==> src/rtl/otter_md_pkg.sv <==
// Shared types and constants for the OTTER RV32M multiply/divide unit.
//   md_op_t    : FUNCT3 encodings of the eight RV32M operations
//   md_state_t : control states of the iterative unit
//   abs_sign() : magnitude of an operand, optionally treated as signed
package otter_md_pkg;

    typedef enum logic [2:0] {
        OP_MUL    = 3'b000,
        OP_MULH   = 3'b001,
        OP_MULHSU = 3'b010,
        OP_MULHU  = 3'b011,
        OP_DIV    = 3'b100,
        OP_DIVU   = 3'b101,
        OP_REM    = 3'b110,
        OP_REMU   = 3'b111
    } md_op_t;

    typedef enum logic [1:0] {
        IDLE = 2'b00,
        CALC = 2'b01,
        FIN  = 2'b10
    } md_state_t;

    localparam int          MD_ITER = 32;
    localparam logic [31:0] DIV0_Q  = 32'hFFFF_FFFF;
    localparam logic [31:0] INT_MIN = 32'h8000_0000;

    // Two's-complement magnitude when the operand is signed and negative.
    function automatic logic [31:0] abs_sign(input logic [31:0] v, input logic is_signed);
        if (is_signed && v[31]) begin
            return 32'd0 - v;
        end else begin
            return v;
        end
    endfunction

endpackage

==> src/rtl/mul_div_unit.sv <==
// Iterative RV32M multiply/divide unit (radix-2 shift-add multiply,
// restoring shift-subtract divide) sharing one 64-bit shift register.
// Ports:
//   CLK, RST_N      : clock, asynchronous active-low reset
//   START           : request, accepted only in IDLE
//   FUNCT3          : RV32M operation select
//   SRC_A, SRC_B    : rs1 / rs2 operands, latched on the accepting edge
//   RESULT          : result, held until the next accepted START
//   BUSY            : high in CALC and FIN
//   DONE            : one-cycle pulse in FIN, RESULT valid that cycle
module mul_div_unit
    import otter_md_pkg::*;
#(
    parameter int WIDTH = 32,
    parameter int CNT_W = 6
) (
    input  logic             CLK,
    input  logic             RST_N,
    input  logic             START,
    input  logic [2:0]       FUNCT3,
    input  logic [WIDTH-1:0] SRC_A,
    input  logic [WIDTH-1:0] SRC_B,
    output logic [WIDTH-1:0] RESULT,
    output logic             BUSY,
    output logic             DONE
);

    md_state_t          r_state;
    md_state_t          w_state_nxt;
    md_op_t             r_op;
    logic               r_sign;
    logic [31:0]        r_opnd;     // multiplicand or divisor magnitude
    logic [63:0]        r_acc;      // {product hi / remainder, multiplier / dividend->quotient}
    logic [CNT_W-1:0]   r_cnt;
    logic [31:0]        r_result;

    md_op_t             w_op_in;
    logic               w_is_div;
    logic               w_a_signed;
    logic               w_b_signed;
    logic [31:0]        w_a_mag;
    logic [31:0]        w_b_mag;
    logic               w_sign_in;
    logic               w_div0;
    logic               w_ovf;
    logic               w_fast;
    logic [31:0]        w_fast_res;
    logic               w_last;
    logic [32:0]        w_mul_sum;
    logic [32:0]        w_div_shift;
    logic [31:0]        w_div_diff;
    logic               w_div_ge;
    logic [63:0]        w_acc_nxt;
    logic [63:0]        w_prod_fix;
    logic [31:0]        w_q_fix;
    logic [31:0]        w_r_fix;
    logic [31:0]        w_final;

    assign w_op_in    = md_op_t'(FUNCT3);
    assign w_is_div   = FUNCT3[2];
    assign w_a_signed = (w_op_in == OP_MULH) || (w_op_in == OP_MULHSU) ||
                        (w_op_in == OP_DIV)  || (w_op_in == OP_REM);
    assign w_b_signed = (w_op_in == OP_MULH) || (w_op_in == OP_DIV) || (w_op_in == OP_REM);
    assign w_a_mag    = abs_sign(SRC_A, w_a_signed);
    assign w_b_mag    = abs_sign(SRC_B, w_b_signed);
    assign w_div0     = w_is_div && (SRC_B == 32'd0);
    assign w_ovf      = ((w_op_in == OP_DIV) || (w_op_in == OP_REM)) &&
                        (SRC_A == INT_MIN) && (SRC_B == DIV0_Q);
    assign w_fast     = w_div0 || w_ovf;
    assign w_last     = (r_cnt == CNT_W'(MD_ITER - 1));

    // Result sign: quotient/product sign is the XOR of signed operand signs,
    // remainder sign follows the dividend.
    always_comb begin
        w_sign_in = 1'b0;
        case (w_op_in)
            OP_MULH, OP_DIV: w_sign_in = SRC_A[31] ^ SRC_B[31];
            OP_MULHSU:       w_sign_in = SRC_A[31];
            OP_REM:          w_sign_in = SRC_A[31];
            default:         w_sign_in = 1'b0;
        endcase
    end

    // Fast-path results; bit 1 of FUNCT3 separates REM* from DIV*.
    always_comb begin
        w_fast_res = 32'd0;
        if (w_div0) begin
            w_fast_res = FUNCT3[1] ? SRC_A : DIV0_Q;
        end else begin
            w_fast_res = FUNCT3[1] ? 32'd0 : INT_MIN;
        end
    end

    assign w_mul_sum   = {1'b0, r_acc[63:32]} + {1'b0, r_opnd};
    assign w_div_shift = {r_acc[63:32], r_acc[31]};
    assign w_div_ge    = (w_div_shift >= {1'b0, r_opnd});
    // When the trial succeeds the new remainder is below the divisor, so 32 bits suffice.
    assign w_div_diff  = w_div_shift[31:0] - r_opnd;

    // One iteration of the shared shift datapath.
    always_comb begin
        w_acc_nxt = r_acc;
        if (r_op[2]) begin
            if (w_div_ge) begin
                w_acc_nxt = {w_div_diff, r_acc[30:0], 1'b1};
            end else begin
                w_acc_nxt = {w_div_shift[31:0], r_acc[30:0], 1'b0};
            end
        end else begin
            if (r_acc[0]) begin
                w_acc_nxt = {w_mul_sum, r_acc[31:1]};
            end else begin
                w_acc_nxt = {1'b0, r_acc[63:1]};
            end
        end
    end

    assign w_prod_fix = r_sign ? (64'd0 - w_acc_nxt) : w_acc_nxt;
    assign w_q_fix    = r_sign ? (32'd0 - w_acc_nxt[31:0]) : w_acc_nxt[31:0];
    assign w_r_fix    = r_sign ? (32'd0 - w_acc_nxt[63:32]) : w_acc_nxt[63:32];

    // Final result selection on the last iteration.
    always_comb begin
        w_final = 32'd0;
        case (r_op)
            OP_MUL:                      w_final = w_prod_fix[31:0];
            OP_MULH, OP_MULHSU, OP_MULHU: w_final = w_prod_fix[63:32];
            OP_DIV, OP_DIVU:             w_final = w_q_fix;
            OP_REM, OP_REMU:             w_final = w_r_fix;
            default:                     w_final = 32'd0;
        endcase
    end

    // State register.
    always_ff @(posedge CLK or negedge RST_N) begin
        if (!RST_N) begin
            r_state <= IDLE;
        end else begin
            r_state <= w_state_nxt;
        end
    end

    // Next-state logic; FIN always returns to IDLE so START there is never accepted.
    always_comb begin
        w_state_nxt = r_state;
        case (r_state)
            IDLE: begin
                if (START) begin
                    w_state_nxt = w_fast ? FIN : CALC;
                end else begin
                    w_state_nxt = IDLE;
                end
            end
            CALC: begin
                if (w_last) begin
                    w_state_nxt = FIN;
                end else begin
                    w_state_nxt = CALC;
                end
            end
            FIN:     w_state_nxt = IDLE;
            default: w_state_nxt = IDLE;
        endcase
    end

    // Operand latch, iteration and result registers.
    always_ff @(posedge CLK or negedge RST_N) begin
        if (!RST_N) begin
            r_op     <= OP_MUL;
            r_sign   <= 1'b0;
            r_opnd   <= 32'd0;
            r_acc    <= 64'd0;
            r_cnt    <= '0;
            r_result <= 32'd0;
        end else begin
            case (r_state)
                IDLE: begin
                    if (START) begin
                        r_op   <= w_op_in;
                        r_sign <= w_sign_in;
                        r_cnt  <= '0;
                        r_opnd <= w_is_div ? w_b_mag : w_a_mag;
                        r_acc  <= {32'd0, (w_is_div ? w_a_mag : w_b_mag)};
                        if (w_fast) begin
                            r_result <= w_fast_res;
                        end
                    end
                end
                CALC: begin
                    r_acc <= w_acc_nxt;
                    r_cnt <= r_cnt + CNT_W'(1);
                    if (w_last) begin
                        r_result <= w_final;
                    end
                end
                default: begin
                    r_cnt <= r_cnt;
                end
            endcase
        end
    end

    assign RESULT = r_result;
    assign BUSY   = (r_state != IDLE);
    assign DONE   = (r_state == FIN);

endmodule

==> config.mk <==
export PLATFORM = sky130hd
export DESIGN_NAME = mul_div_unit
export DESIGN_NICKNAME = d
export VERILOG_FILES = /design/src/rtl/otter_md_pkg.sv /design/src/rtl/mul_div_unit.sv
export SDC_FILE = /design/constraint.sdc
export NUM_CORES = 1
export LEC_CHECK = 0
export CAP_MARGIN = 20
export CORE_MARGIN = 5
export CORE_UTILIZATION = 47
export DETAILED_ROUTE_END_ITERATION = 10
export PLACE_DENSITY = 0.78
export SYNTH_ARGS = -nofsm -noshare
export SYNTH_HDL_FRONTEND = slang
export SYNTH_SLANG_ARGS = --single-unit
==> constraint.sdc <==
create_clock -name CLK -period 6.3 [get_ports CLK]
set_clock_uncertainty 0.2 [all_clocks]
set_input_delay 1.26 -clock CLK [delete_from_list [all_inputs] [get_ports CLK]]
set_output_delay 1.26 -clock CLK [all_outputs]
set_load 0.02 [all_outputs]
==> out/qor.yml <==
synthArstFlopShare: 1.000
postCtsSetupRepairBufs: 0
wire_per_inst_um: 26.58
grt_max_degree: 115
max_freq_ghz: 0.1740
global_route_wire_length_before_repair_mm: 107.9
postSynthRegisterBits: 140
route.antenna.remaining_nets: 0
setup_repair_after_global_routing_missed_its_margin: "no"
design.core.area_um2: 34290
required_arrival_time_at_the_worst_endpoint_ns: 6.43
layout_commonest_cell: "nand2_1"
ios: 104
number_of_enable_type_register_cells_in_the_synthesized_netlist: 0
detailed_place_hpwl_mm: 57.22
timing.setup.critical_path_class: "reg2reg"
synthFlopType: "dfrtp_1"
grt_antenna_before_repair: 3
clock_path_buffers: 2
synthDistinctLibCells: 110
total_die_area_um2: 38300
final_hold_vios: 0
maxSlewHeadroom: 0.2557
grt.overflow.total: 0
final_max_slew_viol_count: 0
timing.max_cap.violations: 0
synth_sequential_area_ratio: 0.2161
tightestPinTransition_ns: 1.111
layout-area-overhead-vs-synth_pct: 12.44
setup_violations: 0
cp_max_fo: 7
hold_path_class: "reg2reg"
gr_util_all_layers: 0.3644
mappedNetlistNets: 2379
worst_setup_path_start_kind: "flip-flop"
vias: 18530
floorplan.initialDensity: 0.4727
period_minus_slack_ns: 5.747
syn_avg_cell_area_um2: 7.245
arr_time_crit_path_ns: 5.88
detailedRoute.firstIterationViolations: 2189
setup-tns-final_ns: 0
clkSinkCount: 140
cts_hold_repair.buffers: 0
run_status: "completed"
n_fill_cell: 3345
drc_errors: 0
layout_cell_share_with_drive_strength_beyond_1: 0.06839
netlist_area_um2: 16210
area.sequential_um2: 3508
path_clk_slew_ns: 0.06
diodes: 0
worst_skew_pair.late_latency_ns: 0.45
cts_root_buf: "clkbuf_16"
tritoncts: "built"
cts_buffer_count: 17
portBuffers: 103
cts.htree.levels: 4
crit_path_end_kind: "flip-flop"
layout_common_cells: "nand2_1 (277), o21ai_0 (238), nor2_1 (198)"
wirelength_mm: 72.73
drt_pass1_iterations: 7
yosys_warnings: 0
core.rowCount: 68
postSynthCellCount: 2237
routed_via_density: 6.771
final_net_count: 2410
die_width_um: 195.7
place_congestion: 1.104
multiInputGateArea_um2: 11840
finalCritPeriodShare: 0.9122
cts_resized: 0
first_global_vias: 17210
fp.dieH_um: 195.7
[area by class of cell]
type | instances | area share
inverters | 80 | 0.01648
well taps | 455 | 0.03124
clock buffers | 20 | 0.02396
clock inverters | 12 | 0.01023
multi-input cells | 1879 | 0.6497
flip-flops and latches | 140 | 0.1925
repair buffers | 150 | 0.07586
[registers in the layout, summed over array words and instances (netlist names)]
| register | count |
|---|---|
| r_opnd | 32 |
| RESULT | 32 |
| r_acc | 64 |
| r_state | 2 |
| r_sign | 1 |
| r_op | 3 |
| r_cnt | 6 |
[stage by stage]
| step | cell area (µm²) | setup WS (ns) | hold slack (ns) | util | std cells |
|---|---|---|---|---|---|
| 2_1_floorplan | 16210 | 1.131 | 0.2460 | - | 2237 |
| 3_3_place_gp | 17600 | 0.7795 | 0.2673 | 0.5134 | 2704 |
| 3_5_place_dp | 17600 | 0.7049 | 0.2768 | 0.5134 | 2704 |
| 4_1_cts | 18230 | 0.6328 | 0.2895 | 0.5315 | 2736 |
| 5_1_grt | 18230 | 0.4137 | 0.3104 | 0.5315 | 2736 |
| 6_report | 18230 | 0.5532 | 0.2926 | 0.5315 | 2736 |
[cell families (layout without fill, tap and decap cells)]
logic type                 count (synthesis)  count (layout)  share of synthesized area
xor gates and xnor gates                 135             135                    0.07295
AOI/OAI and AO/OA                        774             774                     0.3137
and+or+nand+nor                          842             842                     0.2495
muxes                                     56              56                    0.03636
buffers and inverters                    218             262                    0.05481
DFF                                      140             140                     0.2161
adders and majority gates                 72              72                    0.05651
[critical path: stages (launching register included)]
cell,delay (ns)
dfrtp_1,0.39
inv_1,0.06
ha_1,0.40
a21oi_2,0.21
o21ai_1,0.17
a22oi_2,0.22
nand3_1,0.19
o31a_1,0.39
inv_1,0.17
ha_1,0.25
or3b_1,0.42
or4_1,0.64
or3_1,0.47
nand2b_4,0.21
nand3_1,0.32
nand3_1,0.14
o41ai_2,0.44
mux2i_1,0.26
nor3_1,0.08
[synthesized netlist by cell type, types with 12 or more instances]
library cell	number	area share
ha_1	70	0.054
nand2b_1	21	0.0081
nand2_1	278	0.064
or3_1	18	0.0069
nand4_1	40	0.015
nor3_1	69	0.021
nor2b_1	18	0.0069
dfrtp_1	140	0.22
o31ai_1	28	0.013
or4_1	12	0.0056
a31oi_1	33	0.013
nor2_1	199	0.046
and3_1	19	0.0073
o21ai_0	238	0.073
xor2_1	65	0.035
mux2i_1	45	0.028
o221ai_1	40	0.022
a21o_1	18	0.0083
nand3_1	86	0.027
nor4_1	22	0.0085
inv_1	75	0.017
buf_2	20	0.0062
clkbuf_1	98	0.023
o211ai_1	41	0.019
a211oi_1	17	0.0079
a21oi_1	174	0.054
xnor2_1	70	0.038
o21a_1	18	0.0083
[path summary, 6_finish.rpt]
| check | from | end | slack [ns] | cells past startpoint |
|---|---|---|---|---|
| setup reg to reg | r_opnd[18]$_DFFE_PN0P_ | RESULT[30]$_DFFE_PN0P_ | 0.55 | 18 |
| max in group asynchronous | RST_N | RESULT[23]$_DFFE_PN0P_ | 3.88 | 2 |
| min in group asynchronous | RST_N | r_opnd[20]$_DFFE_PN0P_ | 0.66 | 1 |
| setup / recovery | r_opnd[18]$_DFFE_PN0P_ | RESULT[30]$_DFFE_PN0P_ | 0.55 | 18 |
| hold / removal | r_cnt[5]$_DFFE_PN0P_ | r_cnt[5]$_DFFE_PN0P_ | 0.29 | 1 |
| hold reg to reg | r_cnt[5]$_DFFE_PN0P_ | r_cnt[5]$_DFFE_PN0P_ | 0.29 | 1 |
[layer usage]
| layer | wire [µm] | vias to the layer above | GRT usage |
|---|---|---|---|
| met5 | 22 | - | 0 |
| met1 | 28560 | 8808 | 0.4628 |
| met2 | 31450 | 1084 | 0.5503 |
| li1 | - | 8370 | - |
| met4 | 5765 | 4 | 0.2397 |
| met3 | 6929 | 260 | 0.08947 |
Power is left out: the tool's default activity adds up to more than one toggle a clock period on the data nets, which glitch-free logic cannot reach.
